<file path="config.mk">
export PLATFORM = sky130hd
export DESIGN_NAME = chal_list_expand_flat
export DESIGN_NICKNAME = d
export VERILOG_FILES = /design/src/rtl/chal_list_expand_if.sv /design/src/rtl/chal_list_expand.sv /design/src/flat_wrapper.sv
export SDC_FILE = /design/constraint.sdc
export NUM_CORES = 1
export LEC_CHECK = 0
export BUFFER_PORTS_ARGS = -buffer_cell sky130_fd_sc_hd__buf_2
export CAP_MARGIN = 10
export CELL_PAD_IN_SITES_DETAIL_PLACEMENT = 1
export CELL_PAD_IN_SITES_GLOBAL_PLACEMENT = 1
export CORE_AREA = 2 2 318 320
export DETAILED_ROUTE_END_ITERATION = 10
export DIE_AREA = 0 0 320 322
export GPL_ROUTABILITY_DRIVEN = 0
export PLACE_DENSITY_LB_ADDON = 0.1
export SYNTH_ARGS = -nofsm -noshare
export SYNTH_HDL_FRONTEND = slang
export SYNTH_SLANG_ARGS = --single-unit
export TNS_END_PERCENT = 10
</file>
<file path="constraint.sdc">
create_clock -name clk -period 4 [get_ports clk]
set_input_delay 0.2 -clock clk [delete_from_list [all_inputs] [get_ports clk]]
set_output_delay 0.2 -clock clk [all_outputs]
set_load 0.02 [all_outputs]
</file>
<file path="src/rtl/chal_list_expand_if.sv">
// Start/result and hash-engine handshake signals for chal_list_expand.
// The slave modport is the expander; the master modport is the requester
// that also plays the role of the external hash engine.
interface chal_list_expand_if #(
  parameter int unsigned DIGEST_W = 256,
  parameter int unsigned IDX_W    = 5,
  parameter int unsigned T        = 4
) ();

  logic                start;
  logic [DIGEST_W-1:0] seed_digest;
  logic                busy;
  logic                done;
  logic                error;
  logic [T*IDX_W-1:0]  lc;
  logic [T*IDX_W-1:0]  lp;
  logic [7:0]          rehash_count;
  logic                hash_req;
  logic [DIGEST_W-1:0] hash_msg;
  logic                hash_ack;
  logic [DIGEST_W-1:0] hash_digest;

  modport master (
    output start,
    output seed_digest,
    output hash_ack,
    output hash_digest,
    input  busy,
    input  done,
    input  error,
    input  lc,
    input  lp,
    input  rehash_count,
    input  hash_req,
    input  hash_msg
  );

  modport slave (
    input  start,
    input  seed_digest,
    input  hash_ack,
    input  hash_digest,
    output busy,
    output done,
    output error,
    output lc,
    output lp,
    output rehash_count,
    output hash_req,
    output hash_msg
  );

endinterface

</file>
<file path="src/rtl/chal_list_expand.sv">
// Challenge list expander: turns a seed digest into T distinct circuit
// indices (Lc, each < NC) and T party indices (Lp, each < NP), consuming
// IDX_W-bit chunks MSB-first, one per cycle. An external hash engine is
// asked for a fresh digest whenever the current one runs out of chunks and
// once between the two lists; too many rehashes end the run in an error.
module chal_list_expand #(
  parameter int unsigned DIGEST_W   = 256,
  parameter int unsigned IDX_W      = 5,
  parameter int unsigned T          = 4,
  parameter int unsigned NC         = 8,
  parameter int unsigned NP         = 16,
  parameter int unsigned MAX_REHASH = 16
) (
  input logic               clk,
  input logic               reset,
  chal_list_expand_if.slave bus
);

  // Whole chunks per digest; residual low bits are never consumed.
  localparam int unsigned CH   = DIGEST_W / IDX_W;
  localparam int unsigned CntW = $clog2(CH + 1);
  localparam int unsigned KW   = $clog2(T + 1);
  localparam int unsigned LW   = T * IDX_W;

  typedef enum logic [2:0] {
    StIdle,
    StLcScan,
    StLpScan,
    StHreq,
    StDone,
    StErr
  } state_e;

  state_e              state_q, state_d;
  logic [DIGEST_W-1:0] digest_q, digest_d;
  logic [CntW-1:0]     chunk_cnt_q, chunk_cnt_d;
  logic [KW-1:0]       k_q, k_d;
  logic [LW-1:0]       lc_q, lc_d;
  logic [LW-1:0]       lp_q, lp_d;
  logic [7:0]          rehash_q, rehash_d;
  // Scan state to resume after the pending rehash: 1 = Lp, 0 = Lc.
  logic                to_lp_q, to_lp_d;

  logic [IDX_W-1:0] chunk;
  logic             lc_dup;
  logic             lc_ok;
  logic             lp_ok;
  logic             last_entry;
  logic             last_chunk;
  logic             limit_hit;
  logic             hreq_go;
  logic             hreq_lp;

  assign chunk      = digest_q[DIGEST_W-1 -: IDX_W];
  assign last_entry = (k_q == KW'(T - 1));
  assign last_chunk = (chunk_cnt_q == CntW'(CH - 1));
  assign limit_hit  = (rehash_q == 8'(MAX_REHASH));
  assign lc_ok      = (32'(chunk) < NC) && !lc_dup;
  assign lp_ok      = (32'(chunk) < NP);

  // Duplicate search over the Lc entries filled so far; empty slots never match.
  always_comb begin
    lc_dup = 1'b0;
    for (int unsigned i = 0; i < T; i++) begin
      if ((KW'(i) < k_q) && (lc_q[(T-1-i)*IDX_W +: IDX_W] == chunk)) begin
        lc_dup = 1'b1;
      end
    end
  end

  // Next-state logic: scanning, list fill, rehash handshake and abort handling.
  always_comb begin
    state_d     = state_q;
    digest_d    = digest_q;
    chunk_cnt_d = chunk_cnt_q;
    k_d         = k_q;
    lc_d        = lc_q;
    lp_d        = lp_q;
    rehash_d    = rehash_q;
    to_lp_d     = to_lp_q;
    hreq_go     = 1'b0;
    hreq_lp     = 1'b0;

    unique case (state_q)
      StIdle: begin
        if (bus.start) begin
          digest_d    = bus.seed_digest;
          chunk_cnt_d = '0;
          k_d         = '0;
          lc_d        = '0;
          lp_d        = '0;
          rehash_d    = '0;
          to_lp_d     = 1'b0;
          state_d     = StLcScan;
        end
      end

      StLcScan: begin
        if (!bus.start) begin
          state_d = StIdle;
        end else begin
          digest_d    = digest_q << IDX_W;
          chunk_cnt_d = chunk_cnt_q + 1'b1;
          if (lc_ok) begin
            for (int unsigned i = 0; i < T; i++) begin
              if (KW'(i) == k_q) begin
                lc_d[(T-1-i)*IDX_W +: IDX_W] = chunk;
              end
            end
            k_d = k_q + 1'b1;
          end
          // Completing the list wins over running out of chunks.
          if (lc_ok && last_entry) begin
            k_d     = '0;
            hreq_go = 1'b1;
            hreq_lp = 1'b1;
          end else if (last_chunk) begin
            hreq_go = 1'b1;
            hreq_lp = 1'b0;
          end
        end
      end

      StLpScan: begin
        if (!bus.start) begin
          state_d = StIdle;
        end else begin
          digest_d    = digest_q << IDX_W;
          chunk_cnt_d = chunk_cnt_q + 1'b1;
          if (lp_ok) begin
            for (int unsigned i = 0; i < T; i++) begin
              if (KW'(i) == k_q) begin
                lp_d[(T-1-i)*IDX_W +: IDX_W] = chunk;
              end
            end
            k_d = k_q + 1'b1;
          end
          if (lp_ok && last_entry) begin
            k_d     = '0;
            state_d = StDone;
          end else if (last_chunk) begin
            hreq_go = 1'b1;
            hreq_lp = 1'b1;
          end
        end
      end

      StHreq: begin
        if (!bus.start) begin
          state_d = StIdle;
        end else if (bus.hash_ack) begin
          digest_d    = bus.hash_digest;
          chunk_cnt_d = '0;
          state_d     = to_lp_q ? StLpScan : StLcScan;
        end
      end

      StDone, StErr: begin
        if (!bus.start) begin
          state_d = StIdle;
        end
      end

      default: begin
        state_d = StIdle;
      end
    endcase

    // The rehash limit is checked as HREQ is entered, so hash_req is a clean
    // state decode and is never raised once the budget is spent.
    if (hreq_go) begin
      if (limit_hit) begin
        state_d = StErr;
      end else begin
        state_d  = StHreq;
        to_lp_d  = hreq_lp;
        rehash_d = rehash_q + 8'd1;
      end
    end
  end

  // State and datapath registers with asynchronous active-low reset.
  always_ff @(posedge clk or negedge reset) begin
    if (!reset) begin
      state_q     <= StIdle;
      digest_q    <= '0;
      chunk_cnt_q <= '0;
      k_q         <= '0;
      lc_q        <= '0;
      lp_q        <= '0;
      rehash_q    <= '0;
      to_lp_q     <= 1'b0;
    end else begin
      state_q     <= state_d;
      digest_q    <= digest_d;
      chunk_cnt_q <= chunk_cnt_d;
      k_q         <= k_d;
      lc_q        <= lc_d;
      lp_q        <= lp_d;
      rehash_q    <= rehash_d;
      to_lp_q     <= to_lp_d;
    end
  end

  // Outputs decode straight from registered state, so reset clears them at once.
  always_comb begin
    bus.busy         = (state_q == StLcScan) || (state_q == StLpScan) || (state_q == StHreq);
    bus.done         = (state_q == StDone);
    bus.error        = (state_q == StErr);
    bus.hash_req     = (state_q == StHreq);
    // Digest does not shift while in HREQ, so the message is stable until ack.
    bus.hash_msg     = (state_q == StHreq) ? digest_q : '0;
    bus.lc           = lc_q;
    bus.lp           = lp_q;
    bus.rehash_count = rehash_q;
  end

endmodule
</file>
<file path="src/flat_wrapper.sv">
// flat-port wrapper written by rule: the top's interface ports become plain ports
module chal_list_expand_flat 
#(
  parameter int unsigned DIGEST_W   = 256,
  parameter int unsigned IDX_W      = 5,
  parameter int unsigned T          = 4,
  parameter int unsigned NC         = 8,
  parameter int unsigned NP         = 16,
  parameter int unsigned MAX_REHASH = 16
)
  (clk, reset, bus_start, bus_seed_digest, bus_hash_ack, bus_hash_digest, bus_busy, bus_done, bus_error, bus_lc, bus_lp, bus_rehash_count, bus_hash_req, bus_hash_msg);
  chal_list_expand_if #(.DIGEST_W(DIGEST_W), .IDX_W(IDX_W), .T(T)) bus_i ();
  input logic clk;
  input logic reset;
  input wire logic [$bits(bus_i.start)-1:0] bus_start;
  input wire logic [$bits(bus_i.seed_digest)-1:0] bus_seed_digest;
  input wire logic [$bits(bus_i.hash_ack)-1:0] bus_hash_ack;
  input wire logic [$bits(bus_i.hash_digest)-1:0] bus_hash_digest;
  output wire logic [$bits(bus_i.busy)-1:0] bus_busy;
  output wire logic [$bits(bus_i.done)-1:0] bus_done;
  output wire logic [$bits(bus_i.error)-1:0] bus_error;
  output wire logic [$bits(bus_i.lc)-1:0] bus_lc;
  output wire logic [$bits(bus_i.lp)-1:0] bus_lp;
  output wire logic [$bits(bus_i.rehash_count)-1:0] bus_rehash_count;
  output wire logic [$bits(bus_i.hash_req)-1:0] bus_hash_req;
  output wire logic [$bits(bus_i.hash_msg)-1:0] bus_hash_msg;
  assign bus_i.start = bus_start;
  assign bus_i.seed_digest = bus_seed_digest;
  assign bus_i.hash_ack = bus_hash_ack;
  assign bus_i.hash_digest = bus_hash_digest;
  assign bus_busy = bus_i.busy;
  assign bus_done = bus_i.done;
  assign bus_error = bus_i.error;
  assign bus_lc = bus_i.lc;
  assign bus_lp = bus_i.lp;
  assign bus_rehash_count = bus_i.rehash_count;
  assign bus_hash_req = bus_i.hash_req;
  assign bus_hash_msg = bus_i.hash_msg;
  chal_list_expand #(.DIGEST_W(DIGEST_W), .IDX_W(IDX_W), .T(T), .NC(NC), .NP(NP), .MAX_REHASH(MAX_REHASH)) u_core (.clk(clk), .reset(reset), .bus(bus_i));
endmodule
</file>
### Word level (Yosys, flattened, before mapping)

Cells that the tools add are included.

* multiplexer cells: 61
* eq/ne operators: 37
* reduce and logical (&&, ||, !) cells: 29
* $add $sub $neg: 3
* order comparisons: 6

Operators with widths (number)
* $mux 256: 5
* $pmux 256 s3: 1
* $mux 20: 5
* $pmux 20 s2: 2
* $mux 3: 15
* $reduce_and 5->1: 9
* $mux 8: 4
* $mux 6: 4
* $ne 2x1->1 const B: 11
* $eq 5x5->1: 4
* $mux 5: 4
* $pmux 6 s3: 1
* $mux 1: 15
* $pmux 3 s4: 1
* $ne 2x2->1 const B: 5
* $eq 3x2->1 const B: 3
* $pmux 3 s3: 1
* $add 8x1->8 const B: 1
* $eq 8x5->1 const B: 1
* $logic_and 1x1->1: 7
* $add 6x1->6 const B: 1
* $eq 2x3->1 const A: 2
* $eq 3x3->1 const B: 2
* $eq 6x6->1 const B: 1
* other kinds (22): 31

* input bits: 516
* flip-flop bits (word level): 317
* word-level logic and storage cells: 150

### Logic depth before layout (Yosys ltp)

* depth in word-level cells: 14
* gate-level depth with buffers: 9
* depth with buffers taken out: 7

### Least setup slack after synthesis

Ideal clock, no wire load.

* path type: reg2reg
* from: reg u_core.digest_q[252]
* to: reg u_core.lc_q[5], in the netlist u_core.bus.lc[5]
* required time: 3921 ps
* clock period less this slack: 2058 ps
* setup time: 79 ps
* setup slack: 1942 ps
* stages on the path, launching flop included: 9
* arrival: 1979 ps
* path buffers: 2
* cells stage by stage: dfrtp_1 > buf_6 > xor2_1 > or4_4 > o22a_1 > a31oi_2 > or4_1 > buf_4 > mux2i_1

* longest elaborated chain between the ends: 10

RTL lines
* start: declaration: RTL line chal_list_expand.sv:35 `logic [DIGEST_W-1:0] digest_q, digest_d;`
* start signal: assignment: RTL line chal_list_expand.sv:195 `digest_q <= digest_d;`
* $eq 5x5->1: RTL line chal_list_expand.sv:65 `if ((KW'(i) < k_q) && (lc_q[(T-1-i)*IDX_W +: IDX_W] == chunk)) begin`
* $logic_and 1x1->1: RTL line chal_list_expand.sv:65
* $mux 1 (4 in series): RTL line chal_list_expand.sv:65
* $logic_not 1->1: RTL line chal_list_expand.sv:58 `assign lc_ok = (32'(chunk) < NC) && !lc_dup;`
* $logic_and 1x1->1 *: RTL line chal_list_expand.sv:58
* $ne 2x1->1 (no source line) *
* $reduce_and 5->1 (no source line) *
* end signal: assignment: RTL line chal_list_expand.sv:198 `lc_q <= lc_d;`
* end: declaration: RTL line chal_list_expand.sv:38 `logic [LW-1:0] lc_q, lc_d;`

Every way passes the cells marked *; elsewhere a longest branch is shown, timed or not.
A chain may end at the register's enable or synchronous reset.

### Final worst setup path

* from: reg u_core.state_q[0]
* to: out bus_hash_msg[223]

* longest elaborated chain between the ends: 2

RTL lines
* start: declaration: RTL line chal_list_expand.sv:34 `state_e state_q, state_d;`
* start signal: assignment: RTL line chal_list_expand.sv:185 `state_q <= StIdle;`
* start signal: assignment: RTL line chal_list_expand.sv:194 `state_q <= state_d;`
* $eq 3x2->1: RTL line chal_list_expand.sv:212 `bus.hash_msg = (state_q == StHreq) ? digest_q : '0;`
* $mux 256: RTL line chal_list_expand.sv:212
* end: declaration: RTL line flat_wrapper.sv:26 `output wire logic [$bits(bus_i.hash_msg)-1:0] bus_hash_msg;`

No other way between the ends.

==> impl_metrics.csv <==
group,metric,value,unit
run_status,run_status,"finished clean",
setup_path,worst_r2r_endpoint,"u_core.digest_q[1]$_DFFE_PN0P_",
layout,most-common-layout-cells,"buf_2 (822), dfrtp_1 (314), nand2_1 (306)",
setup_path,critical_path.startpoint_type,"flop",
clock_tree,insertion_delay,0.58,ns
synth,syn_area_per_cell,8.22,um2
synth,synthesis.nets,3126,
sta,setup_total_negative_slack,0,ns
clock_tree,ctsLongestPathBuffers,3,
synth,yosys-mux-area-fraction,13.8,%
route,drt_iter0_drc,1142,
synth,synth_fa_ha_area_share,0.409,%
layout,finalNetCount,4052,
power,power_density,381,nW/um2
sta,fin_crit_sh,85.6,%
placed_design,dpl_cell_area,26700,um2
synth,ys_seq_elements,317,
layout,final_common_cell,"buf_2",
sta,finalSetupViolCount,0,
sta,finalHoldViolCount,0,
clock_tree,ctsHtreeMaxLevel,2,
sta,final_critical_period,3.43,ns
setup_path,r2r_setup_slack,0.66,ns
clock_tree,cts_inserted_buffers,45,
clock_tree,clk_transition_reported_paths,0.06,ns
setup_path,reg2reg_depth,6,
synth,synthesis.instances,2603,
sta,slew_viol_final,0,
setup_path,critical_path_class,"reg2out",
floorplan,floorplan.initialDensity,21.5,%
layout,flow.area_growth_from_synthesis,44.0,%
sta,timing.slew.headroom,24.9,%
route,route.vias.total,23300,
sta,clock-skew-final,0.0231,ns
layout,final_cell_area,30800,um2
synth,part_of_the_yosys_area_used_for_sequential_elements,37.1,%
sta,max_clock_freq,292,MHz
global_route,vias_in_the_first_global_route,25100,
power,power_leakage,14.7,nW
floorplan,die_area,103000,um2
synth,synth.lib_cells_used.distinct,58,
floorplan,floorplan.rows,116,
route,post-route-drc-count,0,
route,wirelength,111,mm
setup_path,worstPathArrival,3.23,ns
route,drt_pre_antenna_iters,7,
route,avgViaCountPerCell,4.79,
floorplan,io-pin-count,824,
worst_hold_path,min-delay-path-class,"in2reg",
synth,synth-compound-area-share,23.4,%
worst_hold_path,min_to,"u_core.digest_q[225]$_DFFE_PN0P_",
layout,utilization_after_layout,31.0,%
floorplan,die_w,320,um
synth,synth.cell_area,21400,um2
global_route,grt_antenna_before_repair,36,
setup_path,worstReg2RegStart,"u_core.state_q[0]$_DFFE_PN0P_",
sta,tightest_slew,1.13,ns
clock_tree,numClockSinks,317,
synth,xor_and_xnor_fraction_of_the_mapped_netlist_area,0.807,%
setup_path,endpoint_kind,"primary output",
placed_design,detailed_place_hpwl,78.2,mm
clock_tree,cts_tree,"yes",
flow_run,number_of_violations_of_the_max_capacitance_limit,0,
synth,postSynth.asyncResetShare,100,%
synth,synth.yosys.warnings,0,
route,avgRoutedWirePerCell,22.7,um
route,ant_nets,0,
global_route,grt_first_pass_wirelength,164,mm
sta,rsz0062_at_grt,"false",
worst_hold_path,hold_path_depth,3,
floorplan,die_height,322,um
layout,post_route_cells_drive_above_1_share,33.5,%
synth,largest_family_of_logic_cells_by_synthesized_area,"compound AO/OA/AOI/OAI gates",
power,max-vdd-ir-drop,0.278,mV
worst_hold_path,worst_hold_startpoint,"bus_seed_digest[225]",
global_route,sum_of_overflow_across_all_layers_after_global_routing,0,
synth,ys.flop_type,"dfrtp_1",
setup_path,worst-path-max-fanout,139,
clock_tree,cts.repair_timing.setup_buffer_count,0,
clock_tree,cts_root_buffer,"clkbuf_16",
layout,num-fill-cells,11900,
global_route,maximum_number_of_pins_on_one_net_before_global_route_repair,140,
synth,post_synth_and_or_nand_nor_area_fraction,19.7,%
placed_design,io_buffers,823,
synth,synth-edff-count,0,
floorplan,core,99600,um2
global_route,global_route_usage_sum,20.7,%
setup_path,timing.critical_path.required,3.80,ns
## power by group
part / switching [W] / leakage, nW / internal (W) / total (W)
Sequential: 0.000768 / 4.04 / 0.00377 / 0.00453
Combinational: 0.00166 / 9.91 / 0.00146 / 0.00313
Clock: 0.00164 / 0.729 / 0.00244 / 0.00408
## metrics by stage
stage	worst slack, ns	power, W	hold WS, ns	std cells
4_1_cts	0.515	0.0120	0.00285	4860
3_3_place_gp	0.889	0.00746	0.329	4519
3_5_place_dp	0.834	0.00753	0.325	4519
5_1_grt	0.387	0.0125	0.0297	4868
2_1_floorplan	1.94	0.00621	-0.0956	2603
6_report	0.575	0.0117	0.0420	4871
## flip-flops by register name, indices dropped and copies added (netlist names)
signal / flops
u_core.digest_q: 256
u_core.bus.lc: 20
u_core.bus.lp: 20
u_core.bus.rehash_count: 8
u_core.chunk_cnt_q: 6
u_core.k_q: 3
u_core.state_q: 3
u_core.to_lp_q: 1
## cell usage after synthesis, drive strengths merged (3+ instances only)
| cell type | n | share of area (%) |
|---|---|---|
| a211o | 3 | 0.12 |
| o2bb2ai | 9 | 0.37 |
| and2 | 271 | 7.9 |
| o31ai | 4 | 0.16 |
| a22oi | 256 | 9.0 |
| xnor2 | 8 | 0.33 |
| xor2 | 10 | 0.48 |
| mux2 | 253 | 13 |
| a21oi | 262 | 6.1 |
| nand2 | 306 | 5.4 |
| buf | 80 | 1.9 |
| nand3 | 10 | 0.23 |
| dfrtp | 317 | 37 |
| mux2i | 10 | 0.47 |
| o21ai | 289 | 6.8 |
| nor3 | 8 | 0.19 |
| clkbuf | 159 | 2.8 |
| nor2 | 277 | 4.9 |
| ha | 7 | 0.41 |
| inv | 10 | 0.18 |
| nand2b | 6 | 0.18 |
| a221o | 3 | 0.14 |
| or2 | 5 | 0.15 |
| nor2b | 9 | 0.26 |
| nand4 | 5 | 0.15 |
| a21o | 3 | 0.11 |
## metal layers
metal	vias up	wire length, um	track usage [%]
met5	-	303	0
met4	46	1930	4.08
met3	145	6600	5.17
met2	603	55800	36.9
met1	11500	46100	25.1
li1	11000	-	-
## critical path: stages (launching register included)
cell      delay (ns)
dfrtp_4         0.98
nand2b_1        0.31
nor2_4          0.23
buf_12          0.35
and2_1          0.30
buf_2           0.20
## worst max path at each step
stage | startpoint | end | slack (ns) | cells after the start
2_1_floorplan | u_core.digest_q[252]$_DFFE_PN0P_ | u_core.bus.lc[5]$_DFFE_PN0P_ | 1.94 | 8
3_3_place_gp | u_core.state_q[1]$_DFFE_PN0P_ | u_core.bus.lp[5]$_DFFE_PN0P_ | 0.89 | 6
3_5_place_dp | u_core.state_q[1]$_DFFE_PN0P_ | u_core.bus.lp[10]$_DFFE_PN0P_ | 0.83 | 6
4_1_cts | u_core.state_q[0]$_DFFE_PN0P_ | bus_hash_msg[223] | 0.52 | 5
5_1_grt | u_core.state_q[0]$_DFFE_PN0P_ | u_core.digest_q[1]$_DFFE_PN0P_ | 0.39 | 6
6_report | u_core.state_q[0]$_DFFE_PN0P_ | bus_hash_msg[223] | 0.57 | 5
## logic make-up after synthesis
group,after synthesis
compound gates,842
xor+xnor,18
fa+ha+maj,7
buf+inv,249
flops,317
mux,263
simple gates,907
## repair_timing
| action | in CTS | in global routing |
|---|---|---|
| gates resized for setup | 0 | 0 |
| setup endpoints to repair | 0 | 0 |
| endpoints found under the hold margin | 341 | 0 |
| hold buffers | 261 | 0 |
## layout make-up
cell class	instances	area, um2	area share [%]
diodes	11	27.5	0.0893
clock buffers	70	1350	4.38
flip-flops and latches	317	7940	25.8
multi-input cells	2037	12500	40.4
inverters	10	37.5	0.122
clock inverters	10	130	0.422
repair buffers	1118	7250	23.5
well taps	1298	1620	5.27
(Power assumes the default switching activity.)
